==> src/rtl/pipeline_ctrl_pkg.sv <==
// rtl/pipeline_ctrl_pkg.sv - shared encodings for the pipeline controller
//
// Purpose: holds the Stop/NoStop levels, FSM state encodings, per-stage
// stall patterns and the ERET exception code used by pipeline_ctrl.
// Ports: none (package).

package pipeline_ctrl_pkg;

    localparam logic STOP    = 1'b1;
    localparam logic NO_STOP = 1'b0;

    typedef enum logic [1:0] {
        ST_RUN    = 2'd0,
        ST_FLUSH  = 2'd1,
        ST_REFILL = 2'd2,
        ST_BAD    = 2'd3
    } ctrl_state_t;

    // Stall vector bit order: 0 PC, 1 IF, 2 ID, 3 EX, 4 MEM, 5 WB.
    localparam logic [5:0] STALL_NONE = 6'b000000;
    localparam logic [5:0] STALL_IF   = 6'b000011;
    localparam logic [5:0] STALL_ID   = 6'b000111;
    localparam logic [5:0] STALL_EX   = 6'b001111;
    localparam logic [5:0] STALL_MEM  = 6'b011111;
    localparam logic [5:0] STALL_ALL  = 6'b111111;

    localparam logic [31:0] EXC_ERET  = 32'h0000000e;

endpackage

==> src/rtl/pipeline_ctrl.sv <==
// rtl/pipeline_ctrl.sv - stall/flush controller for a 5-stage pipeline
//
// Purpose: arbitrates per-stage stall requests, converts a MEM-stage
// exception into a one-cycle flush with redirect address, counts
// request-driven stall cycles and raises a sticky watchdog flag when
// stall requests persist for WDOG_LIMIT consecutive cycles.
// Ports:
//   clk, rst            - clock, synchronous active-high reset
//   stallreq_if/id/ex/mem - per-stage stall requests
//   excepttype_i        - exception code from MEM (0 = none)
//   cp0_epc_i           - EPC, redirect target for ERET
//   stall[5:0]          - per-stage hold (PC, IF, ID, EX, MEM, WB)
//   flush, new_pc       - pipeline flush and redirect address
//   stall_cycles_o      - saturating request-driven stall cycle count
//   wdog_o              - sticky watchdog flag
//   ctrl_state_o        - current FSM state

module pipeline_ctrl
    import pipeline_ctrl_pkg::*;
#(
    parameter logic [31:0] EXC_VECTOR = 32'h00000020,
    parameter int          WDOG_LIMIT = 255
) (
    input  logic        clk,
    input  logic        rst,
    input  logic        stallreq_if,
    input  logic        stallreq_id,
    input  logic        stallreq_ex,
    input  logic        stallreq_mem,
    input  logic [31:0] excepttype_i,
    input  logic [31:0] cp0_epc_i,
    output logic [5:0]  stall,
    output logic        flush,
    output logic [31:0] new_pc,
    output logic [15:0] stall_cycles_o,
    output logic        wdog_o,
    output logic [1:0]  ctrl_state_o
);

    // The watchdog trips when the cycle being counted is the LIMIT-th one,
    // i.e. the counter already holds LIMIT-1 before the edge.
    localparam logic [15:0] WDOG_LAST = 16'(WDOG_LIMIT - 1);

    ctrl_state_t state;
    ctrl_state_t state_next;
    logic [31:0] exc_code;
    logic [31:0] exc_epc;
    logic [15:0] cons_cnt;
    logic [5:0]  req_pattern;
    logic        any_req;
    logic        req_stall;
    logic        take_exc;

    // Priority encoder: the deepest requesting stage wins because holding
    // it implies holding every earlier stage too.
    always_comb begin
        req_pattern = STALL_NONE;
        if (stallreq_mem == STOP) begin
            req_pattern = STALL_MEM;
        end else if (stallreq_ex == STOP) begin
            req_pattern = STALL_EX;
        end else if (stallreq_id == STOP) begin
            req_pattern = STALL_ID;
        end else if (stallreq_if == STOP) begin
            req_pattern = STALL_IF;
        end
    end

    assign any_req = stallreq_if | stallreq_id | stallreq_ex | stallreq_mem;

    always_comb begin
        state_next = state;
        stall      = STALL_NONE;
        flush      = NO_STOP;
        new_pc     = 32'h00000000;
        req_stall  = 1'b0;
        take_exc   = 1'b0;
        case (state)
            ST_RUN: begin
                if (excepttype_i != 32'h00000000) begin
                    // Exception outranks every request: freeze all stages
                    // and do not let the request count.
                    stall      = STALL_ALL;
                    take_exc   = 1'b1;
                    state_next = ST_FLUSH;
                end else begin
                    stall     = req_pattern;
                    req_stall = any_req;
                end
            end
            ST_FLUSH: begin
                flush      = STOP;
                new_pc     = (exc_code == EXC_ERET) ? exc_epc : EXC_VECTOR;
                state_next = ST_REFILL;
            end
            ST_REFILL: begin
                stall      = req_pattern;
                req_stall  = any_req;
                state_next = ST_RUN;
            end
            default: begin
                state_next = ST_RUN;
            end
        endcase
        // Reset must silence the outputs even in the cycle it is asserted,
        // before the synchronous state update takes effect.
        if (rst) begin
            stall  = STALL_NONE;
            flush  = NO_STOP;
            new_pc = 32'h00000000;
        end
    end

    always_ff @(posedge clk) begin
        if (rst) begin
            state          <= ST_RUN;
            exc_code       <= 32'h00000000;
            exc_epc        <= 32'h00000000;
            stall_cycles_o <= 16'h0000;
            cons_cnt       <= 16'h0000;
            wdog_o         <= 1'b0;
        end else begin
            state <= state_next;
            if (take_exc) begin
                exc_code <= excepttype_i;
                exc_epc  <= cp0_epc_i;
            end
            if (req_stall) begin
                if (stall_cycles_o != 16'hFFFF) begin
                    stall_cycles_o <= stall_cycles_o + 16'h0001;
                end
                if (cons_cnt != 16'hFFFF) begin
                    cons_cnt <= cons_cnt + 16'h0001;
                end
                if (cons_cnt >= WDOG_LAST) begin
                    wdog_o <= 1'b1;
                end
            end else begin
                cons_cnt <= 16'h0000;
            end
        end
    end

    assign ctrl_state_o = state;

endmodule

==> config.mk <==
export PLATFORM = sky130hd
export DESIGN_NAME = pipeline_ctrl
export DESIGN_NICKNAME = d
export VERILOG_FILES = /design/src/rtl/pipeline_ctrl_pkg.sv /design/src/rtl/pipeline_ctrl.sv
export SDC_FILE = /design/constraint.sdc
export NUM_CORES = 1
export LEC_CHECK = 0
export CAP_MARGIN = 20
export CORE_MARGIN = 2
export CORE_UTILIZATION = 23
export DETAILED_ROUTE_END_ITERATION = 10
export SLEW_MARGIN = 25
export SYNTH_ARGS = -nofsm -noshare
export SYNTH_HDL_FRONTEND = slang
export SYNTH_SLANG_ARGS = --single-unit
==> constraint.sdc <==
create_clock -name clk -period 3.8 [get_ports clk]
set_clock_uncertainty 0.15 [all_clocks]
set_input_delay 0.76 -clock clk [delete_from_list [all_inputs] [get_ports clk]]
set_output_delay 0.76 -clock clk [all_outputs]
set_load 0.03 [all_outputs]
# Word level (Yosys, flattened, before mapping)
# Cells that the tools add are included.
# op_classes
n_mul,0
eq_ne,6
bitwise,4
muxes,18
n_addsub,2
reduce_logical,5
shifts,0
magnitude_cmp,1
n_div,0
# op_table
op,count
two-way mux 32 bit,3
adder 16 x 1 -> 16 bit (second input constant),2
== test 32 x 4 -> 1 bit (second input constant),1
!= test 16 bit (second input constant),2
nonzero test 32 bit,1
two-way mux 6 bit,4
greater-or-equal comparator 16 x 8 -> 1 bit (second input constant),1
case mux 6 bit (2 select lines),1
two-way mux 1 bit,5
two-way mux 2 bit,2
case mux 2 bit (2 select lines),1
AND reduction 2 bit,2
two-way mux 3 bit,1
bitwise OR 1 bit,3
== test 2 x 1 -> 1 bit (second input constant),1
== test 2 bit (second input constant),1
logical NOT 2 bit,1
!= test 2 bit (second input constant),1
case mux 1 bit (2 select lines),1
OR reduction 2 bit,1
inverter 1 bit,1
# word_totals
ram_bits,0
latch_bits,0
register_bits,99
in_bits,70
out_inout_bits,58
word_cells,42
memories,0
romBits,0

# Logic depth before layout (Yosys ltp)
# Gate-level depths: netlist (run 1).
# depth
depth_word,7
ltp_mapped,7

# Worst setup path before layout (run 1)
# OpenSTA, ideal clock, no wires.
# synth_path
kind,input -> output
start,input excepttype_i[8]
end,output stall[1]
path_slack_ps,553
path_stages,7
arrival_ps,2337
n_path_buf,2
required_time_ps,2890
path_cell_list,nor4_1 -> and4_1 -> a211oi_1 -> clkbuf_1 -> nor2_1 -> nor2_1 -> buf_4
# synth_between
elab_chain_len,4
# synth_rtl
item,line_no,rtl
start: declaration,pipeline_ctrl.sv:30,"input logic [31:0] excepttype_i,"
nonzero test 32 bit,pipeline_ctrl.sv:80,if (excepttype_i != 32'h00000000) begin
two-way mux 6 bit,pipeline_ctrl.sv:80,
case mux 6 bit (2 select lines),pipeline_ctrl.sv:78,case (state)
two-way mux 6 bit,pipeline_ctrl.sv:107,if (rst) begin
end: declaration,pipeline_ctrl.sv:32,"output logic [5:0] stall,"
# No other way between the ends.

# Worst setup path in the final report (run 1)
# layout_path
start,register exc_code[23]
end,output new_pc[4]
# layout_between
elab_chain_len,4
# layout_rtl
item,line_no,rtl
start: declaration,pipeline_ctrl.sv:46,logic [31:0] exc_code;
start signal: assignment,pipeline_ctrl.sv:125,exc_code <= excepttype_i;
== test 32 x 4 -> 1 bit,pipeline_ctrl.sv:93,new_pc = (exc_code == EXC_ERET) ? exc_epc : EXC_VECTOR;
two-way mux 32 bit,pipeline_ctrl.sv:93,
two-way mux 32 bit,pipeline_ctrl.sv:78,
two-way mux 32 bit,pipeline_ctrl.sv:107,
end: declaration,pipeline_ctrl.sv:34,"output logic [31:0] new_pc,"
# No other way between the ends.

==> flow_metrics.py, run 1 <==
metrics = {
    "floorplanning": {
        "chipHeight_um": 141.7,
        "core-area_um2": 18640,
        "ios": 128,
        "rows": 50,
        "dieArea_um2": 20090,
        "fp.dieW_um": 141.7,
        "initial_core_util": 0.2340,
    },
    "global_route": {
        "globalRouteMet3Util": 0.03206,
        "grt_use_met1": 0.1726,
        "grt_first_pass_wirelength_um": 19800,
        "track_usage": 0.1244,
        "use_met2": 0.1896,
        "busiest_layer": "met2",
        "grt_remaining_overflow": 0,
        "grt_pass1_vias": 3792,
        "antenna_found_initial": 0,
        "grt_max_degree": 65,
    },
    "worst_setup_path": {
        "cpMaxStageDelayCell": "clkdlybuf4s50_1",
        "path_cells": "nor4_1 -> nand4_1 -> nor3_4 -> and3_1 -> clkdlybuf4s50_1",
        "crit_type": "flop to output port",
        "r2r_end": "stall_cycles_o[3]",
        "start_kind": "flop",
        "cpLargestDelayFamily": "simple AND/OR/NAND/NOR gates",
        "cp_max_fo": 8,
        "reg2reg_slack_ns": 1.54,
        "worstReg2RegStart": "stall_cycles_o[0]",
        "arrival_ns": 2.60,
        "max_stage_delay_ns": 0.70,
        "critPathRequiredTime_ns": 2.89,
        "reg2reg_depth": 6,
        "critPathCaptureType": "output port",
        "critPathBufInv": 1,
    },
    "route": {
        "drt_pass1_iterations": 4,
        "drtIter0Drc": 126,
        "viasPerCell": 4.705,
        "ant_nets": 0,
        "dr_total_vias": 4300,
        "drc": 0,
        "routed_wirelength_um": 12850,
        "wl_per_cell_um": 14.06,
    },
    "yosys": {
        "ys.warnings.count": 0,
        "syn_inst": 558,
        "syn_avg_cell_area_um2": 7.819,
        "synth.largest_area_cell": "dfxtp_1",
        "netlist_area_um2": 4363,
        "syn_nets": 631,
        "synthFlopType": "dfxtp_1",
        "synth_edf_count": 0,
        "async_flop_share": 0,
        "synth_cell_types": 41,
        "yosys.area.top_type_share": 0.4543,
        "synthTopCellsByArea": "dfxtp_1 45%, nand2_1 12%, a21oi_1 8.9%",
        "synth-seq-cells": 99,
        "ys_seq_area_frac": 0.4543,
    },
    "hold_path": {
        "hold_path.class": "flop to flop",
        "min_from": "exc_epc[6]",
        "hold_path_end": "exc_epc[6]",
        "hold_depth": 2,
    },
    "clock_tree": {
        "cts_setup_buffers": 0,
        "cts_inserted_buffers": 9,
        "clk_path_buf_depth": 2,
        "clkSlewWorstSetupHoldPaths_ns": 0.07,
        "htreeDepth": 3,
        "clock-sinks": 99,
        "clk_latency_ns": 0.35,
        "cts_tree": "done",
        "cts-root-buf": "clkbuf_16",
    },
    "sta": {
        "rsz0062_at_grt": "false",
        "fin_tns_setup_ns": 0,
        "finalSetupViolCount": 0,
        "timing.final.crit_share": 0.9229,
        "worst_pin_slew_ns": 0.6505,
        "fmax_mhz": 285.1,
        "hold_slack_ns": 0.2992,
        "hold_viol": 0,
        "slew_headroom": 0.5663,
        "post-route-min-period_ns": 3.507,
        "slew_violations": 0,
    },
    "power_and_ir_drop": {
        "power_frac_seq": 0.470,
        "peakVddDrop_v": 0.0002265,
        "power.density_nw_per_um2": 388.0,
        "p_leak_nw": 2.359,
        "p_sw_frac": 0.2603,
        "power_frac_comb": 0.138,
        "clkPwrFrac": 0.392,
        "finalPower_w": 0.002390,
        "p_int_w": 0.001768,
        "power_switching_w": 0.0006221,
    },
    "place": {
        "portBuffers": 127,
        "dp_hpwl_um": 8872,
        "finalWeightedCongestion": 0.7993,
    },
    "finish": {
        "antennaDiodeCount": 0,
        "mostFrequentLayoutCell": "nand2_1",
        "layout.nets": 748,
        "drive_gt1_frac": 0.1074,
        "mostFrequentLayoutCells": "141 x nand2_1, 99 x dfxtp_1, 95 x clkdlybuf4s50_1, 78 x a21oi_1, 45 x buf_4",
        "areaGrowthSynthToFinish_pct": 41.21,
    },
    "status": {
        "outcome": "finished, final reports clean",
    },
    "flow_run": {
        "cap_violations": 0,
    },
}
[stage by stage]
step	utilization	area, µm²	setup WS, ns	std cells
final	0.3305	6161	0.2929	914
after global routing	0.3305	6161	0.09552	914
after CTS	0.3297	6146	0.01568	914
after detailed placement	0.3135	5844	0.03405	898
after global placement	0.3135	5844	0.03324	898
after floorplan	-	4363	0.5532	558
[sequential cells by signal, indices dropped and copies added, names as in the netlist]
signal / flops
exc_code: 32
exc_epc: 32
cons_cnt: 16
stall_cycles_o: 16
ctrl_state_o: 2
wdog_o: 1
[worst max-delay path by stage]
stage | startpoint | to | cells after the start
final | exc_code[23] | new_pc[4] | 5
after global routing | exc_code[28] | new_pc[4] | 5
after CTS | excepttype_i[6] | stall[5] | 7
after detailed placement | excepttype_i[6] | stall[5] | 7
after global placement | excepttype_i[6] | stall[5] | 7
after floorplan | excepttype_i[8] | stall[1] | 7
[metal layers]
| metal | share of wire | wire [µm] | up-vias |
|---|---|---|---|
| met4 | 0.0092 | 118 | 0 |
| met2 | 0.45 | 5724 | 90 |
| met5 | 0 | 0 | - |
| li1 | - | - | 2191 |
| met3 | 0.043 | 556 | 8 |
| met1 | 0.50 | 6452 | 2011 |
[worst reg2reg max path, cell delays in order (launching register included)]
cell and delay [ns]:
dfxtp_1 0.36, ha_1 0.26, and4_1 0.25, nand4_1 0.25, nand2_1 0.20, nor4b_1 0.32, mux2_2 0.37
[synth_stat cells (2+ instances only)]
cell / count
a211oi_1: 3
and2_1: 2
a21oi_1: 78
o21ai_0: 8
clkbuf_1: 21
nor2_1: 28
o31ai_1: 5
inv_1: 4
nand2_1: 141
or4_1: 5
nor4_2: 2
a31oi_1: 2
dfxtp_1: 99
buf_2: 12
nor4b_1: 3
nor2b_1: 3
ha_1: 3
and4_1: 10
and3_1: 34
mux2_2: 3
xnor2_1: 9
nand4_1: 13
xor2_1: 3
nand3_1: 12
nor3_1: 17
or3_1: 7
nor4_1: 17
[power by group through the flow]
stage	sequential [W]	clock (W)	combinational (W)
2_1_floorplan	0.00115	0	0.000176
3_5_place_dp	0.00115	0	0.000333
5_1_grt	0.00113	0.00101	0.000365
6_report	0.00112	0.000937	0.000330
3_3_place_gp	0.00115	0	0.000333
4_1_cts	0.00112	0.000970	0.000334
[layout make-up]
class | count | area [µm²]
Clock buffer | 10 | 239.0
Sequential cell | 99 | 1982
Multi-Input combinational cell | 419 | 2248
Clock inverter | 6 | 62.56
Fill cell | 1990 | 12480
Inverter | 4 | 15.01
Timing Repair Buffer | 142 | 1321
Tap cell | 234 | 292.8
[timing repair]
action                                  CTS  global route
endpoints found under the setup margin    0             7
hold buffers                              0             0
resized for setup                         0             3
[kinds of logic after synthesis]
kind of cell               count (synthesis)  synth area share
xor gates and xnor gates                  12           0.02409
adders and majority gates                  3          0.008604
buffers and inverters                     40           0.04044
DFF                                       99            0.4543
muxes                                      4           0.01004
and+or+nand+nor                          298            0.3350
AOI/OAI and AO/OA                        102            0.1276
Power figures use the tool's default switching activity.
==> run 2, diff against run 1 <==
--- a/config.mk
+++ b/config.mk
@@ -9,6 +9,7 @@
 export CORE_MARGIN = 2
 export CORE_UTILIZATION = 23
 export DETAILED_ROUTE_END_ITERATION = 10
+export PLACE_DENSITY_LB_ADDON = 0.12
 export SLEW_MARGIN = 25
 export SYNTH_ARGS = -nofsm -noshare
 export SYNTH_HDL_FRONTEND = slang
==> run 2 against run 1 <==
Flip-flop and latch count unchanged. Core utilization up 0.19 points. Hold slack about the same. Sequential share of layout area down 0.18 points. Highest routed layer unchanged. Power up 2.8%. Fmax down 1.7%. Sequential power about the same. Via count down 0.95%.
==> flow_metrics.py, run 2 (synthesized netlist as in run 1, its figures left out) <==
metrics = {
    "status": {
        "outcome": "finished, final reports clean",
    },
    "worst_setup_path": {
        "reg2reg_depth": 6,
        "critPathRequiredTime_ns": 2.89,
        "arrival_ns": 2.66,
        "worstReg2RegStart": "stall_cycles_o[0]",
        "reg2reg_slack_ns": 1.44,
        "start_kind": "input pin",
        "cp_max_fo": 4,
        "critPathCaptureType": "output port",
        "crit_type": "input pin to output port",
        "r2r_end": "stall_cycles_o[3]",
    },
    "sta": {
        "post-route-min-period_ns": 3.567,
        "hold_slack_ns": 0.2994,
        "timing.final.crit_share": 0.9388,
        "slew_violations": 0,
        "worst_slack_ns": 0.2327,
        "hold_viol": 0,
        "finalSetupViolCount": 0,
        "slew_headroom": 0.3491,
        "worst_pin_slew_ns": 0.9763,
        "fmax_mhz": 280.3,
        "rsz0062_at_grt": "false",
    },
    "floorplanning": {
        "initial_core_util": 0.2340,
        "fp.dieW_um": 141.7,
        "ios": 128,
        "rows": 50,
        "core-area_um2": 18640,
        "chipHeight_um": 141.7,
        "dieArea_um2": 20090,
    },
    "route": {
        "routed_wirelength_um": 12670,
        "drt_pass1_iterations": 5,
        "drtIter0Drc": 257,
        "viasPerCell": 4.655,
        "wl_per_cell_um": 13.84,
        "ant_nets": 0,
        "drc": 0,
        "dr_total_vias": 4259,
    },
    "finish": {
        "mostFrequentLayoutCell": "nand2_1",
        "drive_gt1_frac": 0.1013,
        "mostFrequentLayoutCells": "141 x nand2_1, 99 x dfxtp_1, 99 x clkdlybuf4s50_1, 78 x a21oi_1, 42 x buf_4",
        "final_util": 0.3323,
        "antennaDiodeCount": 0,
        "layout.nets": 749,
        "areaGrowthSynthToFinish_pct": 42.01,
        "stdcell_count": 915,
        "top_regs": "exc_code (32), exc_epc (32)",
    },
    "power_and_ir_drop": {
        "clkPwrFrac": 0.408,
        "p_leak_nw": 2.340,
        "power.density_nw_per_um2": 396.4,
        "power_switching_w": 0.0006027,
        "p_int_w": 0.001853,
        "peakVddDrop_v": 0.0002165,
        "p_sw_frac": 0.2454,
        "power_frac_comb": 0.134,
        "power_frac_seq": 0.458,
    },
    "clock_tree": {
        "cts_tree": "done",
        "cts-root-buf": "clkbuf_16",
        "cts_inserted_buffers": 9,
        "clk_latency_ns": 0.34,
        "clock-sinks": 99,
        "clkSlewWorstSetupHoldPaths_ns": 0.06,
        "clk_path_buf_depth": 2,
        "htreeDepth": 3,
        "cts_setup_buffers": 0,
    },
    "global_route": {
        "grt_max_degree": 92,
        "grt_pass1_vias": 3957,
        "antenna_found_initial": 0,
        "grt_first_pass_wirelength_um": 20350,
        "track_usage": 0.1261,
        "grt_remaining_overflow": 0,
    },
    "place": {
        "place_ws_ns": -0.08212,
        "finalWeightedCongestion": 0.7381,
        "portBuffers": 127,
        "place_inst": 899,
        "dp_hpwl_um": 8863,
    },
    "hold_path": {
        "min_from": "exc_epc[6]",
        "hold_path.class": "flop to flop",
        "hold_path_end": "exc_epc[6]",
        "hold_depth": 2,
    },
    "flow_run": {
        "cap_violations": 0,
    },
}
run 2: layout make-up:
class	instances	area, µm²
clock buffer	12	256.5
clock inverter	4	72.57
fill	1958	12450
inverter	4	15.01
multi-input combinational	419	2242
sequential	99	1982
tap	234	292.8
timing repair buffer	143	1335
run 2: metrics by stage:
| stage | power [W] | cell area (µm²) | setup TNS (ns) |
|---|---|---|---|
| finish | 0.002456 | 6196 | 0 |
| detailed placement | 0.001484 | 5862 | -0.08212 |
| global placement | 0.001479 | 5862 | -0.07186 |
| CTS | 0.002502 | 6190 | 0 |
| global route | 0.002582 | 6196 | 0 |
| floorplan | 0.001322 | 4363 | 0 |
run 2: worst max-delay path by stage:
| stage | startpoint | slack [ns] | end |
|---|---|---|---|
| 6_report | excepttype_i[6] | 0.23 | stall[2] |
| 5_1_grt | excepttype_i[6] | 0.08 | stall[2] |
| 4_1_cts | exc_code[23] | 0.14 | new_pc[11] |
| 3_5_place_dp | excepttype_i[6] | -0.08 | stall[5] |
| 3_3_place_gp | excepttype_i[6] | -0.07 | stall[5] |
| 2_1_floorplan | excepttype_i[8] | 0.55 | stall[1] |
run 2: power groups by stage:
stage / clock (W) / combinational, W / sequential (W)
3_3_place_gp: 0 / 0.000334 / 0.00115
3_5_place_dp: 0 / 0.000336 / 0.00115
4_1_cts: 0.00104 / 0.000336 / 0.00112
6_report: 0.00100 / 0.000329 / 0.00112
5_1_grt: 0.00108 / 0.000367 / 0.00113
2_1_floorplan: 0 / 0.000176 / 0.00115
run 2: per-layer routing:
metal  wire length (µm)  track usage  vias to the layer above
met5                  0            0                        -
met4                188      0.04737                        0
met3                632      0.02531                       11
met2               5752       0.2018                      110
met1               6093       0.1681                     1949
li1                   -            -                     2189
run 2: worst max-delay path, cell delays in order:
cell and delay [ns]:
clkdlybuf4s50_1 0.47, nor4_2 0.29, buf_4 0.15, and4_1 0.30, a21oi_2 0.13, nor4_1 0.25
nor3_1 0.08, buf_4 0.21
run 2: timing repair:
| item | in CTS | in global routing |
|---|---|---|
| endpoints found under the setup margin | 1 | 1 |
| hold buffers | 0 | 0 |
| resized for setup | 1 | 1 |
==> run 3, diff against run 2 <==
--- a/config.mk
+++ b/config.mk
@@ -5,7 +5,6 @@
 export SDC_FILE = /design/constraint.sdc
 export NUM_CORES = 1
 export LEC_CHECK = 0
-export CAP_MARGIN = 20
 export CORE_MARGIN = 2
 export CORE_UTILIZATION = 23
 export DETAILED_ROUTE_END_ITERATION = 10
==> results of run 3 <==
No change in the layout: final DEF, timing and power equal those of run 2.
